==> src/rtl/gate_sweep_ctrl.sv <==
// Self-test sequencer: sweeps all input vectors of a combinational gate and checks its truth table.
// Optional abort ports are enabled by defining SWEEP_ABORT_EN.
module gate_sweep_ctrl #(
    parameter int                 N_IN     = 2,
    parameter int                 SETTLE   = 2,
    parameter logic [2**N_IN-1:0] EXPECTED = 4'b1001
) (
    input  logic                 clk,
    input  logic                 reset,
    input  logic                 start,
    output logic [N_IN-1:0]      gate_in,
    input  logic                 gate_out,
`ifdef SWEEP_ABORT_EN
    input  logic                 abort,
    output logic                 aborted,
`endif
    output logic                 busy,
    output logic                 done,
    output logic [2**N_IN-1:0]   table_out,
    output logic                 pass,
    output logic [N_IN-1:0]      fail_idx
);

    localparam int W  = 2**N_IN;
    localparam int IW = N_IN + 1;

    localparam logic [2:0] S_IDLE   = 3'd0;
    localparam logic [2:0] S_APPLY  = 3'd1;
    localparam logic [2:0] S_SETTLE = 3'd2;
    localparam logic [2:0] S_SAMPLE = 3'd3;
    localparam logic [2:0] S_DONE   = 3'd4;

    localparam logic [3:0]    SETTLE_LAST = (SETTLE > 0) ? 4'(SETTLE - 1) : 4'd0;
    localparam logic [IW-1:0] IDX_LAST    = IW'(W - 1);

    logic [2:0]      r_state;
    logic [IW-1:0]   r_idx;
    logic [3:0]      r_cnt;
    logic [W-1:0]    r_table;
    logic            r_pass;
    logic [N_IN-1:0] r_fail_idx;

    logic [W-1:0]    w_table_nxt;
    logic [W-1:0]    w_diff;
    logic [N_IN-1:0] w_fail_idx;
    logic            w_busy;
    logic            w_last;

    // Table as it will look after this cycle's sample, so pass/fail_idx
    // can be registered on the same edge as the final bit.
    always_comb begin
        w_table_nxt = r_table;
        w_table_nxt[r_idx[N_IN-1:0]] = gate_out;
    end

    assign w_diff = w_table_nxt ^ EXPECTED;

    always_comb begin
        w_fail_idx = '0;
        for (int i = W - 1; i >= 0; i--) begin
            if (w_diff[i]) w_fail_idx = N_IN'(i);
        end
    end

    assign w_busy = (r_state == S_APPLY) || (r_state == S_SETTLE) ||
                    (r_state == S_SAMPLE);
    assign w_last = (r_idx == IDX_LAST);

    always_ff @(posedge clk) begin
        if (reset) begin
            r_state    <= S_IDLE;
            r_idx      <= '0;
            r_cnt      <= '0;
            r_table    <= '0;
            r_pass     <= 1'b0;
            r_fail_idx <= '0;
`ifdef SWEEP_ABORT_EN
            aborted    <= 1'b0;
`endif
        end else begin
`ifdef SWEEP_ABORT_EN
            aborted <= 1'b0;
`endif
            case (r_state)
                S_IDLE: begin
                    if (start) begin
                        r_state    <= S_APPLY;
                        r_idx      <= '0;
                        r_table    <= '0;
                        r_pass     <= 1'b0;
                        r_fail_idx <= '0;
                    end
                end
                S_APPLY: begin
                    r_cnt   <= '0;
                    r_state <= (SETTLE == 0) ? S_SAMPLE : S_SETTLE;
                end
                S_SETTLE: begin
                    if (r_cnt == SETTLE_LAST) begin
                        r_state <= S_SAMPLE;
                    end else begin
                        r_cnt <= r_cnt + 4'd1;
                    end
                end
                S_SAMPLE: begin
                    r_table <= w_table_nxt;
                    if (w_last) begin
                        r_state    <= S_DONE;
                        r_pass     <= (w_diff == '0);
                        r_fail_idx <= w_fail_idx;
                    end else begin
                        r_idx   <= r_idx + IW'(1);
                        r_state <= S_APPLY;
                    end
                end
                S_DONE: begin
                    r_state <= S_IDLE;
                end
                default: begin
                    r_state <= S_IDLE;
                end
            endcase
`ifdef SWEEP_ABORT_EN
            if (abort && w_busy) begin
                r_state    <= S_IDLE;
                r_pass     <= 1'b0;
                r_fail_idx <= '0;
                aborted    <= 1'b1;
            end
`endif
        end
    end

    assign gate_in   = r_idx[N_IN-1:0];
    assign busy      = w_busy;
    assign done      = (r_state == S_DONE);
    assign table_out = r_table;
    assign pass      = r_pass;
    assign fail_idx  = r_fail_idx;

endmodule
==> config.mk <==
export PLATFORM = sky130hd
export DESIGN_NAME = gate_sweep_ctrl
export DESIGN_NICKNAME = d
export VERILOG_FILES = /design/src/rtl/gate_sweep_ctrl.sv
export SDC_FILE = /design/constraint.sdc
export NUM_CORES = 1
export LEC_CHECK = 0
export CAP_MARGIN = 20
export CORE_UTILIZATION = 47
export CTS_CLUSTER_SIZE = 10
export DETAILED_ROUTE_END_ITERATION = 16
export PLACE_DENSITY = 0.72
export SLEW_MARGIN = 0
export SYNTH_ARGS = -nofsm -noshare
export SYNTH_HDL_FRONTEND = slang
export SYNTH_SLANG_ARGS = --single-unit
==> constraint.sdc <==
create_clock -name clk -period 1.5 [get_ports clk]
set_input_delay 0.225 -clock clk [delete_from_list [all_inputs] [get_ports clk]]
set_output_delay 0.225 -clock clk [all_outputs]
set_load 0.02 [all_outputs]
After elaboration in Yosys (flattened, before gate mapping) --
Cells that the tools add are included. W data, S select, Z words.
Operators by class: $add $sub $neg 2, bitwise operators 1, reductions and logical operators 12, mux-type cells 24, eq/ne operators 11, $lt $le $gt $ge 2
Operators with widths (count):
- $pmux W4 S2 | 2
- $mux W3 | 5
- $mux W2 | 6
- $pmux W3 S4 | 1
- $eq A3 B2 Y1 const B | 3
- $mux W4 | 2
- $ne A2 B2 Y1 const B | 4
- $pmux W3 S2 | 1
- $reduce_and A2 Y1 | 3
- $reduce_and A3 Y1 | 2
- $add A4 B1 Y4 const B | 1
- $bwmux W4 | 1
- $eq A4 B1 Y1 const B | 1
- $logic_not A4 Y1 | 1
- $pmux W2 S2 | 1
- $reduce_bool A2 Y1 | 2
- $add A3 B1 Y3 const B | 1
- $eq A3 B1 Y1 const B | 1
- $eq A3 B3 Y1 const B | 1
- $logic_not A3 Y1 | 1
- $lt A2 B3 Y1 const B | 1
- $mux W1 | 3
- $demux W1 S2 | 1
- $ge A2 B1 Y1 const B | 1
- 5 further kinds | 6
Storage, ports and cells: output and inout bits 11, register bits 17, bits of input ports 4

Depth between registers and ports, before layout --
word-level depth 12, mapped depth 5, depth with buffers taken out 5

Worst setup path before layout --
OpenSTA, ideal clock, no wires.
path kind reg-to-reg, from register r_idx[0], to register r_fail_idx[1], in the netlist fail_idx[1], path slack 0.012 ns, data arrival time 1.371 ns, path buffers 0, cell stages (with the launch flop) 6, cells stage by stage dfxtp_1 -> inv_1 -> ha_1 -> mux2_2 -> and3_1 -> a32o_1
On the way: longest elaborated chain between the ends 12, elaborated cells on any way between the ends 16
RTL lines:
- start, declared | line 37 | logic [IW-1:0] r_idx;
- start signal, assigned | line 112 | r_idx <= r_idx + IW'(1);
- $lt A2 B3 Y1 (not written as such) or $ge A2 B1 Y1 (tied branches) | line 53 | w_table_nxt[r_idx[N_IN-1:0]] = gate_out;
- $logic_and A1 B1 Y1 (not written as such) | line 53
- $mux W1 (not written as such) | line 53
- $demux W1 S2 | line 53
- $bwmux W4 | line 53
- $not A2 Y2 (no line)
- $mux W2 (4 in series) | line 61 | if (w_diff[i]) w_fail_idx = N_IN'(i);
- $mux W2 | line 107 | if (w_last) begin
- $pmux W2 S2 | line 84 | case (r_state)
- end signal, assigned | line 110 | r_fail_idx <= w_fail_idx;
- end, declared | line 41 | logic [N_IN-1:0] r_fail_idx;
Parallel ways exist; a longest one is shown, timed or not. The select of a mux whose other input is x is not followed. A chain may end at the register's enable or synchronous reset.

Worst setup path in the final report --
from register r_idx[0], to register r_table[1], in the netlist table_out[1]
On the way: longest elaborated chain between the ends 6, elaborated cells on any way between the ends 7
RTL lines:
- $lt A2 B3 Y1 (not written as such) or $ge A2 B1 Y1 (tied branches) | line 53
- $logic_and A1 B1 Y1 (not written as such) | line 53
- $mux W1 (not written as such) | line 53
- $demux W1 S2 (*) | line 53
- $bwmux W4 (*) | line 53
- $pmux W4 S2 (*) | line 84
- end signal, assigned | line 106 | r_table <= w_table_nxt;
- end, declared | line 39 | logic [W-1:0] r_table;
Mark *: on every way between the ends. The rest lies on a longest branch, timed or not.

==> reports/metrics.cfg <==
[floorplanning]
num_io_pins=15
rows=16
die-area_um2=2420
initial_core_util_pct=51.7
die_y_um=49.1
fp.coreArea_um2=2020
fp.dieW_um=49.1

[synth]
synth_area_leader_cell=dfxtp_1
synth_common_cells=dfxtp_1 (17), ha_1 (8), inv_1 (8), nand3_1 (7)
syn_nets=129
syn_area_per_cell_um2=8.93
yosysMostFrequentCell=dfxtp_1
synth-main-ff-cell=dfxtp_1
synth_edf_count=0
ys_types=41
yosysTopAreaCellShare_pct=32.6
syn-instance-count=117
synth-seq-cells=17
syn_area_um2=1040
synth_top_cells_by_area=dfxtp_1 (33%), ha_1 (9.6%), nand3_1 (3.4%)
synth_warnings=0
ys_seq_area_share_pct=32.6
async_flop_share_pct=0

[worst_hold_path]
min_path_type=register to register

[critical_path]
crit_chain=buf_4 -> ha_2 -> mux2i_4 -> or4_1 -> o21ai_1
slowest_stage=or4_1
end_kind=register
start_kind=register
cp_max_fo=5
max_stage_delay_ns=0.41
arrival_ns=1.71
path_class=register to register
required_ns=1.74

[cells_and_area]
multi_input_area_um2=689
fillers=167
fin_area_um2=1430
antenna_cells=0
seq_area_um2=353
syn2layout_area_growth_pct=37.1
fin_nets=161
drive_gt1_share_pct=33.1

[clocking]
cts_hold_buf=0
path_clk_slew_ns=0.11
clock-sinks=17
htreeDepth=1
cts_tree=done
clockBufferDepth=2
root_buffer=clkbuf_4
clkLatencyLatePin_ns=0.30
cts_buffers=3

[detailed_routing]
drt_wl_total_mm=2.62
drc=0
wl_per_cell_um=15.0
via_per_inst=5.75
final_antenna_net_count=0
route.vias.total=1007
drt_iter0_markers=19
firstDrtPassIters=4

[status]
status=finished clean

[job]
maxCapViolations=0

[global_route]
antenna_found_initial=0
grt_max_degree=12
track_usage_pct=22.6
grt_pass1_vias=903
overflow=0
grt_pass1_wl_mm=4.18

[place]
hpwl_mm=1.80
port_buffers=14
gp_congestion=0.814
placed_area_um2=1320
pre_cts_slack_ns=-0.172

[timing]
min_period_ns=1.47
maxSlewViolCount=0
finClkSkew_ns=0.00478
finalCritPeriodShare_pct=97.8
fin_ws_ns=0.0332
max-slew-margin-rel_pct=73.2
rsz0062_at_grt=yes
hold_violations=0
finalSetupViolCount=0
max_slew.worst_pin.slew_ns=0.402
fmax_ghz=0.682

[power]
ir_drop_mv=0.474
p_per_area_nw_per_um2=657
p_leak_nw=0.626

what timing repair did:
item / CTS / global route
resized for setup: 20 / 19
buffers inserted: 0 / 1
endpoints found under the setup margin: 14 / 13
pin swaps: 2 / 2
through the flow:
stage	std cells	TNS, ns	util (%)	hold slack, ns	power (mW)
final	175	0	70.9	0.477	0.941
after global routing	175	-0.0907	70.9	0.513	0.979
after CTS	174	0	67.5	0.480	0.935
after detailed placement	170	-0.837	65.3	0.455	0.676
after global placement	170	-0.614	65.3	0.452	0.673
after floorplan	117	0	-	0.355	0.608
worst max-delay path: cells and delay by family (launching register included):
kind / cells / cell delay (ns)
and+or+nand+nor: 1 / 0.41
DFF: 1 / 0.37
adders and majority gates: 1 / 0.20
muxes: 1 / 0.20
buffers and inverters: 1 / 0.15
AOI/OAI and AO/OA: 1 / 0.08
layout by cell type, fill, tap and decap left out, drive strengths merged, types with 5 or more instances in the layout:
master,Yosys,routed
buf,7,22
clkbuf,2,5
dfxtp,17,17
dlygate4sd2,0,6
ha,8,8
inv,8,8
nand2,5,5
nand3,7,7
o21ai,5,5
path summary, 6_finish.rpt:
check / start / slack [ns] / to / cells past startpoint
worst max-delay path: r_idx[0] / 0.03 / table_out[1] / 5
worst min register to register: fail_idx[0] / 0.48 / fail_idx[0] / 1
worst max register to register: r_idx[0] / 0.03 / table_out[1] / 5
worst min-delay path: fail_idx[0] / 0.48 / fail_idx[0] / 1
per-layer routing:
layer	part of all wire (%)	vias to the layer above	routed length, um	GRT usage (%)
met5	0	-	0	0
met4	1.4	0	36	4.41
met3	4.4	7	116	4.98
met2	47	25	1240	37.7
met1	47	487	1230	29.7
li1	-	488	-	-
power breakdown:
group | leakage, nW | internal (mW) | total (mW) | switching, mW
registers | 0.141 | 0.461 | 0.481 | 0.0193
clock network | 0.0150 | 0.104 | 0.259 | 0.155
logic | 0.471 | 0.0989 | 0.202 | 0.103
total | 0.626 | 0.664 | 0.941 | 0.277
kinds of logic (layout without fill, tap and decap cells):
kind of cell	count (synthesis)	after routing	synth area share, %
and+or+nand+nor	42	42	25.6
AOI/OAI and AO/OA	28	28	19.2
DFF	17	17	32.6
buffers and inverters	17	48	8.26
adders and majority gates	8	8	9.58
muxes	4	4	3.95
xor gates and xnor gates	1	1	0.838
cell type report:
cell class	count	share of cell area [%]
Clock buffer	4	1.83
Inverter	8	2.10
Multi-Input combinational cell	83	48.1
Sequential cell	17	24.6
Tap cell	27	2.36
Timing Repair Buffer	36	21.0
flip-flops by register name (all words and copies together), names as in the netlist:
register   cells
table_out      4
r_state        3
fail_idx       2
pass           1
r_idx          3
r_cnt          4
Power figures use the tool's default switching activity.
